$ cat config.mk
export PLATFORM = sky130hd
export DESIGN_NAME = servo_cmd_seq
export DESIGN_NICKNAME = d
export VERILOG_FILES = /design/src/rtl/servo_pkg.sv /design/src/rtl/servo_cmd_seq_ms_tick.sv /design/src/rtl/servo_cmd_seq.sv
export SDC_FILE = /design/constraint.sdc
export NUM_CORES = 1
export LEC_CHECK = 0
export ABC_AREA = 1
export ABC_CLOCK_PERIOD_IN_PS = 5500
export CORE_ASPECT_RATIO = 1.25
export CORE_MARGIN = 2
export CORE_UTILIZATION = 36
export CTS_BUF_LIST = sky130_fd_sc_hd__clkbuf_8
export DETAILED_ROUTE_END_ITERATION = 7
export GPL_ROUTABILITY_DRIVEN = 0
export SYNTH_ARGS = -nofsm -noshare
export SYNTH_HDL_FRONTEND = slang
export SYNTH_HIERARCHICAL = 1
export SYNTH_SLANG_ARGS = --single-unit
$ cat constraint.sdc
create_clock -name clk -period 5.5 [get_ports clk]
set_input_delay 0.825 -clock clk [delete_from_list [all_inputs] [get_ports clk]]
set_output_delay 0.825 -clock clk [all_outputs]
set_load 0.005 [all_outputs]
$ cat src/rtl/servo_pkg.sv
// -----------------------------------------------------------------------------
// servo_pkg
// Shared definitions for the servo command sequencer:
//   - state_e      : sequencer states (IDLE, MOVE, HOLD, RETURN, MOVE_ONLY)
//   - SEL_*        : position select codes driven to the PWM generator
//   - ms_to_cycles : converts a millisecond interval into clock cycles
// -----------------------------------------------------------------------------
package servo_pkg;

    typedef enum logic [2:0] {
        IDLE      = 3'd0,
        MOVE      = 3'd1,
        HOLD      = 3'd2,
        RETURN    = 3'd3,
        MOVE_ONLY = 3'd4
    } state_e;

    localparam logic [1:0] SEL_POS0 = 2'd0;
    localparam logic [1:0] SEL_POS1 = 2'd1;
    localparam logic [1:0] SEL_POS2 = 2'd2;
    localparam logic [1:0] SEL_OFF  = 2'd3;

    // Number of clock cycles spanned by 'ms' milliseconds at 'clk_hz'.
    function automatic int unsigned ms_to_cycles(input int unsigned ms,
                                                 input int unsigned clk_hz);
        return ms * (clk_hz / 32'd1000);
    endfunction

endpackage

$ cat src/rtl/servo_cmd_seq_ms_tick.sv
// -----------------------------------------------------------------------------
// ms_tick
// Millisecond prescaler. Emits a one-cycle tick every CLK_HZ/1000 cycles,
// counted from the last synchronous clear.
// Ports:
//   clk   in  system clock
//   rst_n in  asynchronous active-low reset
//   clr   in  synchronous clear of the prescaler (restarts the ms period)
//   tick  out high for one cycle at the end of each millisecond
// -----------------------------------------------------------------------------
module ms_tick
    import servo_pkg::*;
#(
    parameter int unsigned CLK_HZ = 50000000
) (
    input  logic clk,
    input  logic rst_n,
    input  logic clr,
    output logic tick
);

    localparam int unsigned DIV  = ms_to_cycles(32'd1, CLK_HZ);
    // A divide-by-one prescaler still needs a one-bit register.
    localparam int unsigned PS_W = (DIV > 32'd1) ? $clog2(DIV) : 32'd1;
    localparam logic [PS_W-1:0] PS_LAST = PS_W'(DIV - 32'd1);

    logic [PS_W-1:0] r_cnt;

    assign tick = (r_cnt == PS_LAST);

    // Prescaler counter: restarts on clear or at the end of each ms.
    always_ff @(posedge clk or negedge rst_n) begin
        if (!rst_n) begin
            r_cnt <= '0;
        end else if (clr || tick) begin
            r_cnt <= '0;
        end else begin
            r_cnt <= r_cnt + PS_W'(1);
        end
    end

endmodule

$ cat src/rtl/servo_cmd_seq.sv
// -----------------------------------------------------------------------------
// servo_cmd_seq
// Command sequencer in front of the servo PWM generator. Accepts a position
// command, drives it for MOVE_MS, dwells for HOLD_MS, then returns to
// HOME_POS for MOVE_MS and pulses done. A command equal to HOME_POS only runs
// the MOVE_MS phase; the off code (3) is applied at once with an immediate done.
// Ports:
//   clk       in  system clock
//   rst_n     in  asynchronous active-low reset
//   cmd_valid in  command present
//   cmd_pos   in  target select code (0..2 positions, 3 = pulse off)
//   abort     in  (only with SERVO_ABORT_EN) cut MOVE/HOLD short, go home
//   cmd_ready out sequencer can accept a command
//   sel       out position select to the PWM generator
//   busy      out sequence in progress
//   done      out one-cycle pulse when a sequence completes
// Build option: define SERVO_ABORT_EN to add the abort input.
// -----------------------------------------------------------------------------
module servo_cmd_seq
    import servo_pkg::*;
#(
    parameter int unsigned CLK_HZ   = 50000000,
    parameter int unsigned MOVE_MS  = 500,
    parameter int unsigned HOLD_MS  = 2000,
    parameter logic [1:0]  HOME_POS = SEL_POS0
) (
    input  logic       clk,
    input  logic       rst_n,
    input  logic       cmd_valid,
    input  logic [1:0] cmd_pos,
`ifdef SERVO_ABORT_EN
    input  logic       abort,
`endif
    output logic       cmd_ready,
    output logic [1:0] sel,
    output logic       busy,
    output logic       done
);

    localparam int unsigned MAX_MS = (MOVE_MS > HOLD_MS) ? MOVE_MS : HOLD_MS;
    localparam int unsigned MS_W   = $clog2(MAX_MS + 32'd1);
    localparam logic [MS_W-1:0] MOVE_LAST = MS_W'(MOVE_MS - 32'd1);
    localparam logic [MS_W-1:0] HOLD_LAST = MS_W'(HOLD_MS - 32'd1);

    state_e          r_state;
    logic [1:0]      r_target;
    logic [1:0]      r_sel;
    logic            r_cmd_ready;
    logic            r_busy;
    logic            r_done;
    logic [MS_W-1:0] r_ms_cnt;

    logic            w_tick;
    logic            w_accept;
    logic            w_abort;
    logic            w_phase_end;
    logic            w_clr;
    logic [MS_W-1:0] w_last_ms;

    assign cmd_ready = r_cmd_ready;
    assign sel       = r_sel;
    assign busy      = r_busy;
    assign done      = r_done;

    assign w_accept = cmd_valid & r_cmd_ready & (r_state == IDLE);

`ifdef SERVO_ABORT_EN
    assign w_abort = abort & ((r_state == MOVE) | (r_state == HOLD));
`else
    assign w_abort = 1'b0;
`endif

    // Last ms index of the current phase; only HOLD uses HOLD_MS.
    always_comb begin
        w_last_ms = MOVE_LAST;
        case (r_state)
            HOLD:    w_last_ms = HOLD_LAST;
            default: w_last_ms = MOVE_LAST;
        endcase
    end

    assign w_phase_end = w_tick & (r_ms_cnt == w_last_ms) & (r_state != IDLE);
    // Every phase start restarts the prescaler so phase lengths are exact.
    assign w_clr       = w_accept | w_phase_end | w_abort;

    ms_tick #(
        .CLK_HZ (CLK_HZ)
    ) u_ms_tick (
        .clk   (clk),
        .rst_n (rst_n),
        .clr   (w_clr),
        .tick  (w_tick)
    );

    // Elapsed whole milliseconds within the current phase.
    always_ff @(posedge clk or negedge rst_n) begin
        if (!rst_n) begin
            r_ms_cnt <= '0;
        end else if (w_clr) begin
            r_ms_cnt <= '0;
        end else if (w_tick && (r_state != IDLE)) begin
            r_ms_cnt <= r_ms_cnt + MS_W'(1);
        end else begin
            r_ms_cnt <= r_ms_cnt;
        end
    end

    // Sequencer FSM with registered outputs.
    always_ff @(posedge clk or negedge rst_n) begin
        if (!rst_n) begin
            r_state     <= IDLE;
            r_target    <= HOME_POS;
            r_sel       <= HOME_POS;
            r_cmd_ready <= 1'b1;
            r_busy      <= 1'b0;
            r_done      <= 1'b0;
        end else begin
            r_done <= 1'b0;
            case (r_state)
                IDLE: begin
                    // Ready drops in the done cycle and comes back here.
                    r_cmd_ready <= 1'b1;
                    if (w_accept) begin
                        r_cmd_ready <= 1'b0;
                        r_target    <= cmd_pos;
                        r_sel       <= cmd_pos;
                        if (cmd_pos == SEL_OFF) begin
                            r_done <= 1'b1;
                            r_busy <= 1'b0;
                        end else if (cmd_pos == HOME_POS) begin
                            r_busy  <= 1'b1;
                            r_state <= MOVE_ONLY;
                        end else begin
                            r_busy  <= 1'b1;
                            r_state <= MOVE;
                        end
                    end
                end
                MOVE: begin
                    if (w_abort) begin
                        r_sel   <= HOME_POS;
                        r_state <= RETURN;
                    end else if (w_phase_end) begin
                        r_sel   <= r_target;
                        r_state <= HOLD;
                    end
                end
                HOLD: begin
                    if (w_abort || w_phase_end) begin
                        r_sel   <= HOME_POS;
                        r_state <= RETURN;
                    end
                end
                RETURN, MOVE_ONLY: begin
                    if (w_phase_end) begin
                        r_state <= IDLE;
                        r_busy  <= 1'b0;
                        r_done  <= 1'b1;
                    end
                end
                default: begin
                    r_state     <= IDLE;
                    r_sel       <= HOME_POS;
                    r_busy      <= 1'b0;
                    r_cmd_ready <= 1'b0;
                end
            endcase
        end
    end

endmodule
==> run_results.csv <==
group,metric,value,unit
cells_and_area,diodes,0,
clock_network,cts_tree,"done",
placed_design,dpl.hpwl,3090,µm
clock_network,clk_pin_slew,0.08,ns
synth,syn-instance-count,281,
synth,ys_seq_area_share,42.7,%
global_route,grt_pass1_wl,7510,µm
synth,synth.distinct_cells,30,
synth,synth_area_leaders,"dfrtp_1 (41%), nand2_1 (12%), inv_1 (5.4%)",
cells_and_area,syn_to_final_growth,10.8,%
sta,fin_setup_tns,0,ns
synth,synth-edff-count,0,
worst_setup_path,ff2ff_path_depth,10,
synth,synth-seq-cells,37,
placed_design,port_buffers,9,
cells_and_area,utilization,41.4,%
global_route,grt_pass1_vias,1776,
sta,maxSlewHeadroom,46.4,%
worst_setup_path,reg2reg_slack,3.19,ns
global_route,antenna_found_initial,0,
floorplan,die_area,0.00668,mm²
sta,fin_ws,3.19,ns
clock_network,cts_htree_levels,2,
synth,synthesis.nets,288,
floorplan,initial_utilization,37.4,%
synth,avgSynthCellArea,7.73,µm²
routing,vias_per_cell,4.91,
floorplan,io_pins,10,
sta,slew_violations,0,
routing,wl,4160,µm
worst_setup_path,startpoint_type,"register",
floorplan,rows,31,
routing,drc_errors,0,
cells_and_area,fillerInstances,605,
cells_and_area,final_area,0.00241,mm²
sta,skew,0.0114,ns
clock_network,clockBufferDepth,2,
run,drv_cap,0,
synth,yosys_warnings,6,
worst_hold_path,holdPathEnd,"sel[1]",
worst_setup_path,reg2reg_from,"u_ms_tick/r_cnt[0]",
placed_design,placed_area,0.00232,mm²
global_route,grt.total_usage,14.0,%
clock_network,cts_resized,0,
floorplan,dieHeight,90.9,µm
clock_network,cts_buffers,5,
clock_network,clock_sinks,37,
cells_and_area,final_cell_mix,"nand2_1 (72), dfrtp_1 (36), nor2_1 (31), inv_1 (31)",
clock_network,ctsHoldBuffers,0,
synth,synth-async-reset-ratio,100,%
global_route,grt_remaining_overflow,0,
synth,ys.flop_type,"dfrtp_1",
sta,fin_crit_sh,41.9,%
worst_hold_path,min-delay-start,"sel[1]",
routing,vias,1781,
worst_setup_path,required,5.66,ns
pwr,power_density,394,mW/mm²
worst_hold_path,hold_path_class,"register to register",
cells_and_area,layout-drive-gt1-share,16.2,%
worst_setup_path,arrival,2.47,ns
sta,period_needed,2.31,ns
synth,synth_top_area_cell,"dfrtp_1",
status,status,"complete, no violations",
synth,synthesis.area,0.00217,mm²
cells_and_area,fin_nets,303,
worst_setup_path,path_class,"register to register",
routing,drtAntennaViolNets,0,
synth,post-synth-top-area-fraction,41.5,%
routing,wire_per_inst,11.4,µm
placed_design,post-place-ws,3.12,ns
worst_setup_path,endpoint_kind,"register",
sta,rsz0062_at_grt,"no",
clock_network,cts_root_buf,"clkbuf_8",
clock_network,insertion_delay,0.29,ns
sta,fmax,434,MHz
floorplan,die_w,73.5,µm
worst_setup_path,r2r-end,"u_ms_tick/r_cnt[14]",
clock_network,postCtsSetupBuffers,0,
cells_and_area,mostFrequentLayoutCell,"nand2_1",
floorplan,coreArea,0.00582,mm²
worst_setup_path,crit_fanout,16,
routing,drt_iter0_drc,128,
sta,hold_viol,0,
worst_hold_path,whs_path_depth,2,
pwr,leakagePower,1.07,nW
global_route,grt_max_degree,38,
sta,worstMarginPinSlew,0.804,ns
routing,first_pass_iters,4,
pwr,vdd_drop_max,0.214,mV
sta,setup_viol,0,
==> Yosys cell counts, types with 4 or more instances <==
library cell / count
nand2_1: 72
dfrtp_1: 36
inv_1: 31
nor2_1: 31
nand4_1: 14
nor2_2: 14
nand3_1: 12
inv_2: 9
nor3_1: 7
xor2_1: 7
o21ai_0: 6
o21ai_1: 6
a21oi_1: 5
o21bai_1: 4
==> stage by stage <==
stage	hold WS [ns]	power (mW)	std cells
global placement	0.457	0.766	355
finish	0.476	0.948	363
global route	0.502	1.03	363
floorplan	0.457	0.678	281
CTS	0.483	0.964	363
detailed placement	0.462	0.772	355
==> registers in the layout, summed over array words and instances, names as in the netlist <==
signal           cells
busy                 1
cmd_ready            1
done                 1
r_ms_cnt            11
r_state              3
r_target             2
sel                  2
u_ms_tick/r_cnt     16
==> critical path: stages, from the launching register on <==
cell	delay, ns
dfrtp_1	0.41
ha_1	0.23
nand3_2	0.17
nor3_1	0.41
nand2_4	0.14
nor2_4	0.12
nand3_4	0.15
nand2_4	0.16
inv_1	0.09
nand2_4	0.22
nor2_1	0.09
==> logic make-up after synthesis <==
logic type	Yosys count	share of synthesized area (%)
buffers and inverters	41	7.83
DFF	37	42.7
and+or+nand+nor	164	36.7
xor gates and xnor gates	10	4.03
AOI/OAI and AO/OA	27	7.66
adders and majority gates	2	1.15
==> worst max-delay path by stage <==
stage / start / end / slack, ns / cells past startpoint
6_report: u_ms_tick/r_cnt[0] / u_ms_tick/r_cnt[14] / 3.19 / 10
5_1_grt: u_ms_tick/r_cnt[0] / u_ms_tick/r_cnt[14] / 3.00 / 10
4_1_cts: u_ms_tick/r_cnt[0] / u_ms_tick/r_cnt[10] / 3.18 / 10
3_5_place_dp: cmd_valid / u_ms_tick/r_cnt[10] / 3.12 / 8
3_3_place_gp: cmd_valid / u_ms_tick/r_cnt[15] / 3.15 / 8
2_1_floorplan: u_ms_tick/r_cnt[0] / u_ms_tick/r_cnt[2] / 3.52 / 11
==> routing by layer <==
metal	GRT usage [%]	wire length, µm	vias up
met3	3.57	88	11
met4	5.76	96	0
met5	0	0	-
met2	23.0	2070	18
li1	-	-	924
met1	17.1	1900	828
==> final cells by class <==
type                    count  area (µm²)  share of cell area, %
clock buffers               5        68.8                   2.86
clock inverters             3        17.5                  0.728
inverters                  40         150                   6.24
multi-input cells         203        1080                   44.7
flip-flops and latches     37         927                   38.5
well taps                  66        82.6                   3.43
repair buffers              9        85.1                   3.53
==> where the power goes <==
group | switching [mW] | total [mW] | leakage, nW | internal [mW]
registers | 0.0420 | 0.370 | 0.496 | 0.328
clock network | 0.0988 | 0.186 | 0.0439 | 0.0874
logic | 0.246 | 0.392 | 0.534 | 0.146
total | 0.387 | 0.948 | 1.07 | 0.561
No activity file was read; power rests on OpenSTA's default activity.
